**src/rtl/game_pkg.sv**
```systemverilog
// Shared types for the memory-game controller and datapath.
// State codes, command-vector layout and the per-state command decode.
package game_pkg;

  localparam int STATE_W = 3;
  localparam int CMD_W   = 7;

  localparam int CMD_R1  = 6;
  localparam int CMD_R2  = 5;
  localparam int CMD_E1  = 4;
  localparam int CMD_E2  = 3;
  localparam int CMD_E3  = 2;
  localparam int CMD_E4  = 1;
  localparam int CMD_SEL = 0;

  typedef enum logic [STATE_W-1:0] {
    ST_INIT       = 3'd0,
    ST_SETUP      = 3'd1,
    ST_PLAY_FPGA  = 3'd2,
    ST_PLAY_USER  = 3'd3,
    ST_CHECK      = 3'd4,
    ST_NEXT_ROUND = 3'd5,
    ST_EVAL       = 3'd6,
    ST_RESULT     = 3'd7
  } state_t;

  typedef logic [CMD_W-1:0] cmd_t;

  function automatic cmd_t cmd_decode(state_t s);
    cmd_t c;
    c = '0;
    unique case (s)
      ST_INIT: begin
        c[CMD_R1]  = 1'b1;
        c[CMD_R2]  = 1'b1;
        c[CMD_SEL] = 1'b1;
      end
      ST_SETUP: begin
        c[CMD_E1]  = 1'b1;
        c[CMD_SEL] = 1'b1;
      end
      ST_PLAY_FPGA: begin
        c[CMD_E3]  = 1'b1;
        c[CMD_SEL] = 1'b1;
      end
      ST_PLAY_USER: begin
        c[CMD_E2]  = 1'b1;
        c[CMD_SEL] = 1'b1;
      end
      ST_CHECK: begin
        c[CMD_SEL] = 1'b1;
      end
      ST_NEXT_ROUND: begin
        c[CMD_E4]  = 1'b1;
        c[CMD_R2]  = 1'b1;
        c[CMD_SEL] = 1'b1;
      end
      ST_EVAL: begin
        c[CMD_SEL] = 1'b1;
      end
      ST_RESULT: begin
        c = '0;
      end
      default: begin
        c[CMD_R1]  = 1'b1;
        c[CMD_R2]  = 1'b1;
        c[CMD_SEL] = 1'b1;
      end
    endcase
    return c;
  endfunction

endpackage

```
**src/rtl/game_controller_edge_detect.sv**
```systemverilog
// Rising-edge detector for a synchronized key level.
// One-cycle pulse on each 0->1 transition of d.
module edge_detect (
  input  logic clk,
  input  logic reset,
  input  logic d,
  output logic rise
);

  logic d_q;

  always_ff @(posedge clk) begin
    if (reset) begin
      d_q <= 1'b0;
    end else begin
      d_q <= d;
    end
  end

  assign rise = d & ~d_q;

endmodule

```
**src/rtl/game_controller.sv**
```systemverilog
// Moore sequencer for the memory-game datapath.
// Commands are registered from the next state, so they track state_o exactly.
module game_controller #(
  parameter int CHECK_CYCLES = 2,
  parameter int STATE_W      = 3
) (
  input  logic               clock_50,
  input  logic               reset,
  input  logic               enter,
  input  logic               end_fpga,
  input  logic               end_user,
  input  logic               end_time,
  input  logic               win,
  input  logic               match,
  output logic               r1,
  output logic               r2,
  output logic               e1,
  output logic               e2,
  output logic               e3,
  output logic               e4,
  output logic               sel,
  output logic [STATE_W-1:0] state_o
);

  import game_pkg::*;

  localparam logic [3:0] CHK_LAST = 4'(CHECK_CYCLES - 1);

  state_t     state;
  state_t     state_n;
  cmd_t       cmd;
  logic [3:0] chk_cnt;
  logic       enter_rise;

  edge_detect u_enter_edge (
    .clk   (clock_50),
    .reset (reset),
    .d     (enter),
    .rise  (enter_rise)
  );

  always_comb begin
    state_n = state;
    unique case (state)
      ST_INIT: begin
        state_n = ST_SETUP;
      end
      ST_SETUP: begin
        if (enter_rise) state_n = ST_PLAY_FPGA;
      end
      ST_PLAY_FPGA: begin
        if (end_fpga) state_n = ST_PLAY_USER;
      end
      ST_PLAY_USER: begin
        // A timeout beats a simultaneous completion: the round is lost.
        if (end_time) begin
          state_n = ST_RESULT;
        end else if (end_user) begin
          state_n = ST_CHECK;
        end
      end
      ST_CHECK: begin
        if (chk_cnt >= CHK_LAST) begin
          state_n = match ? ST_NEXT_ROUND : ST_RESULT;
        end
      end
      ST_NEXT_ROUND: begin
        state_n = ST_EVAL;
      end
      ST_EVAL: begin
        state_n = win ? ST_RESULT : ST_PLAY_FPGA;
      end
      ST_RESULT: begin
        if (enter_rise) state_n = ST_INIT;
      end
      default: begin
        state_n = ST_INIT;
      end
    endcase
  end

  always_ff @(posedge clock_50) begin
    if (reset) begin
      state   <= ST_INIT;
      chk_cnt <= 4'd0;
      cmd     <= cmd_decode(ST_INIT);
    end else begin
      state <= state_n;
      cmd   <= cmd_decode(state_n);
      if (state_n == ST_CHECK && state != ST_CHECK) begin
        chk_cnt <= 4'd0;
      end else if (state == ST_CHECK && chk_cnt != 4'hF) begin
        chk_cnt <= chk_cnt + 4'd1;
      end
    end
  end

  assign r1      = cmd[CMD_R1];
  assign r2      = cmd[CMD_R2];
  assign e1      = cmd[CMD_E1];
  assign e2      = cmd[CMD_E2];
  assign e3      = cmd[CMD_E3];
  assign e4      = cmd[CMD_E4];
  assign sel     = cmd[CMD_SEL];
  assign state_o = STATE_W'(state);

endmodule
```
**config.mk**
```make
export PLATFORM = sky130hd
export DESIGN_NAME = game_controller
export DESIGN_NICKNAME = d
export VERILOG_FILES = /design/src/rtl/game_pkg.sv /design/src/rtl/game_controller_edge_detect.sv /design/src/rtl/game_controller.sv
export SDC_FILE = /design/constraint.sdc
export NUM_CORES = 1
export LEC_CHECK = 0
export CAP_MARGIN = 20
export CORE_MARGIN = 2
export CORE_UTILIZATION = 45
export CTS_CLUSTER_DIAMETER = 40
export DETAILED_ROUTE_END_ITERATION = 10
export PLACE_DENSITY_LB_ADDON = 0.3
export SYNTH_ARGS = -nofsm -noshare
export SYNTH_HDL_FRONTEND = slang
export SYNTH_SLANG_ARGS = --single-unit
```
**constraint.sdc**
```tcl
create_clock -name clock_50 -period 3.74 [get_ports clock_50]
set_input_delay 0.748 -clock clock_50 [delete_from_list [all_inputs] [get_ports clock_50]]
set_output_delay 0.748 -clock clock_50 [all_outputs]
set_load 0.1 [all_outputs]
```
==> impl_results.md <==
- Status: complete, no violations
- Hold WC Path Type: reg2reg
- Total power: 0.418 mW
- Root buffer cell: clkbuf_4
- Slowest cell on the critical path: clkdlybuf4s50_1
- Routed WL: 1.40 mm
- Share of cells above drive strength 1: 16.7%
- Worst-Margin Slew: 0.976 ns
- Number of DRC markers in iteration 0: 8
- Final nets: 102
- Register area share after synthesis: 40.7%
- Worst Skew: 0.00155 ns
- Critical path peak fanout: 7
- Design area: 941 um^2
- Delay-heaviest family, CP: buffers and inverters
- Cell count after synthesis: 71
- Seq pwr share: 43.6%
- CTS resizes: 0
- Synth area leaders: dfxtp_1 (41%), a2111oi_2 (6.1%), ha_1 (5.1%), a221oi_4 (3.6%), nor2_1 (3.6%)
- CORE AREA: 1520 um^2
- Most frequent cells in the layout: clkdlybuf4s50_1 (16), dfxtp_1 (15), nor2_1 (7), inv_1 (5), nor2b_1 (4)
- Share of the synthesized area in the top cell type: 40.7%
- Max Freq: 0.366 GHz
- Setup-failing EPs final: 0
- Final period util: 73.0%
- Vias: 587
- Peak VDD IR: 0.319 mV
- # hold bufs at CTS: 0
- Initial core utilization: 48.4%
- # clock sinks: 15
- Syn Area/Cell: 10.4 um^2
- H-tree levels: 1
- CP Buf/Inv Count: 1
- Clk pwr share: 22.7%
- Sw Pwr: 0.164 mW
- Initial antenna violation count: 0
- Row count: 14
- Buffer count from post-CTS setup fixing: 0
- Commonest non-fill, non-tap cell in the layout: clkdlybuf4s50_1
- Cell Area, Placed: 915 um^2
- Diode count: 0
- Fin. max-slew vios: 0
- Die area: 1980 um^2
- Pin count of the biggest net entering global routing: 13
- Cell accounting for the most synthesized area: dfxtp_1
- Internal Pwr Total: 0.254 mW
- Clock Latency Late Sink: 0.29 ns
- DRC viols: 0
- CTS tree: yes
- Flops & latches, synth: 15
- DRT antenna net count: 0
- GP Congestion: 0.783
- Post-Syn Area: 738 um^2
- Max_cap viols: 0
- Unrepaired setup endpoints after global routing: false
- Clk pin slew, worst setup/hold paths: 0.09 ns
- CP Launch Type: flop
- CP Capture Type: primary output
- Gate power share: 33.7%
- Fin. Hold Viols: 0
- Critical path class: reg2out
- Fin crit period: 2.73 ns
- Syn. warnings: 0
- Chip width: 44.5 um
- Worst path required time: 2.99 ns
- Routed WL per cell: 13.2 um
- Cell breakdown of the critical path: clkdlybuf4s50_1
- Pleak: 0.378 nW
- CP peak stage delay: 1.19 ns
- Port buffer count: 17
- Area Overhead vs Synth: 27.5%
- Vias in the first global route: 564
- Total global-route track usage: 17.1%
- Pwr/cell area: 444 nW/um^2
- Total gr overflow: 0
- Worst slew margin: 34.8%
- Sw Share: 39.3%
- CP arrival: 1.98 ns
- Unique masters post-synth: 30
- IO Count: 18
- Setup TNS: 0 ns
- Mapped Nets: 82
- DP HPWL: 1.05 mm
- First drt pass iteration count: 4
- CTS buffer count: 3
- Die H: 44.5 um
- CTS Buffer Depth: 2
- DR vias/cell: 5.54
- First-pass GRT wire length: 2.39 mm
-- state kept, by name, indices dropped and copies added (netlist names) --
name and count:
u_enter_edge.d_q 1, cmd 7, state_o 3, chk_cnt 4
-- power groups by stage --
stage,Sequential (mW),Combinational [mW],Clock (mW)
global placement,0.186,0.140,0
floorplan,0.251,0.0428,0
global route,0.184,0.147,0.101
CTS,0.182,0.141,0.0962
detailed placement,0.186,0.141,0
finish,0.182,0.141,0.0950
-- area by class of cell --
type	count	area [um^2]
Clock buffer	4	26.3
Fill cell	117	583
Inverter	5	18.8
Multi-Input combinational cell	49	408
Sequential cell	15	300
Tap cell	16	20.0
Timing Repair Buffer	17	168
-- worst paths after layout --
path               from         end  slack [ns]  cells past startpoint
max          state_o[1]  state_o[1]        1.01                      1
max reg2reg  chk_cnt[1]  chk_cnt[0]        1.73                      7
min          chk_cnt[3]  chk_cnt[3]        0.55                      2
min reg2reg  chk_cnt[3]  chk_cnt[3]        0.55                      2
-- per-stage QoR --
| step | hold slack (ns) | worst slack, ns | std cells | util (%) |
|---|---|---|---|---|
| floorplan | 0.497 | 1.43 | 71 | - |
| global placement | 0.518 | 1.33 | 102 | 60.0 |
| detailed placement | 0.535 | 1.32 | 102 | 60.0 |
| CTS | 0.548 | 1.00 | 106 | 61.7 |
| global route | 0.562 | 0.943 | 106 | 61.7 |
| finish | 0.548 | 1.01 | 106 | 61.7 |
-- cells in the mapped netlist --
| cell | instances |
|---|---|
| buf_4 | 1 |
| and3_1 | 1 |
| nand3_1 | 1 |
| o2111a_4 | 1 |
| nand4_1 | 1 |
| nor3_1 | 3 |
| and2b_2 | 1 |
| o221a_2 | 1 |
| dfxtp_1 | 15 |
| o211a_1 | 2 |
| nand2_1 | 3 |
| o211ai_1 | 1 |
| ha_1 | 3 |
| nor2b_1 | 4 |
| xnor2_1 | 2 |
| inv_1 | 5 |
| a2bb2oi_1 | 1 |
| a31o_2 | 1 |
| nor2_1 | 7 |
| clkbuf_1 | 1 |
| a21o_2 | 1 |
| and3_2 | 1 |
| a221oi_4 | 1 |
| nor4b_1 | 2 |
| nor3b_4 | 1 |
| a2111oi_2 | 3 |
| o21a_1 | 1 |
| a21oi_1 | 2 |
| o41ai_1 | 1 |
| nand3b_1 | 3 |
-- metal layers --
metal	wire length, um	vias up	GRT usage [%]
met5	0	-	0
met4	42	0	12.7
met1	672	275	22.0
li1	-	298	-
met2	646	9	24.9
met3	38	5	3.67
-- worst reg2reg max path: stages (launching register included) --
cell	delay (ns)
dfxtp_1	0.34
inv_1	0.11
ha_1	0.16
inv_1	0.04
o41ai_1	0.50
o221a_2	0.41
o2111a_4	0.28
nor3_1	0.05
-- cells by family (layout without fill, tap and decap cells) --
group,count (synthesis),in the layout,share of synthesized area (%)
buffers and inverters,7,26,4.07
AND/OR/NAND/NOR,28,28,23.1
adder cells (fa/ha/maj),3,3,5.09
flip-flops,15,15,40.7
AO/OA/AOI/OAI,16,16,24.7
XOR/XNOR,2,2,2.37
(Power assumes the default switching activity.)
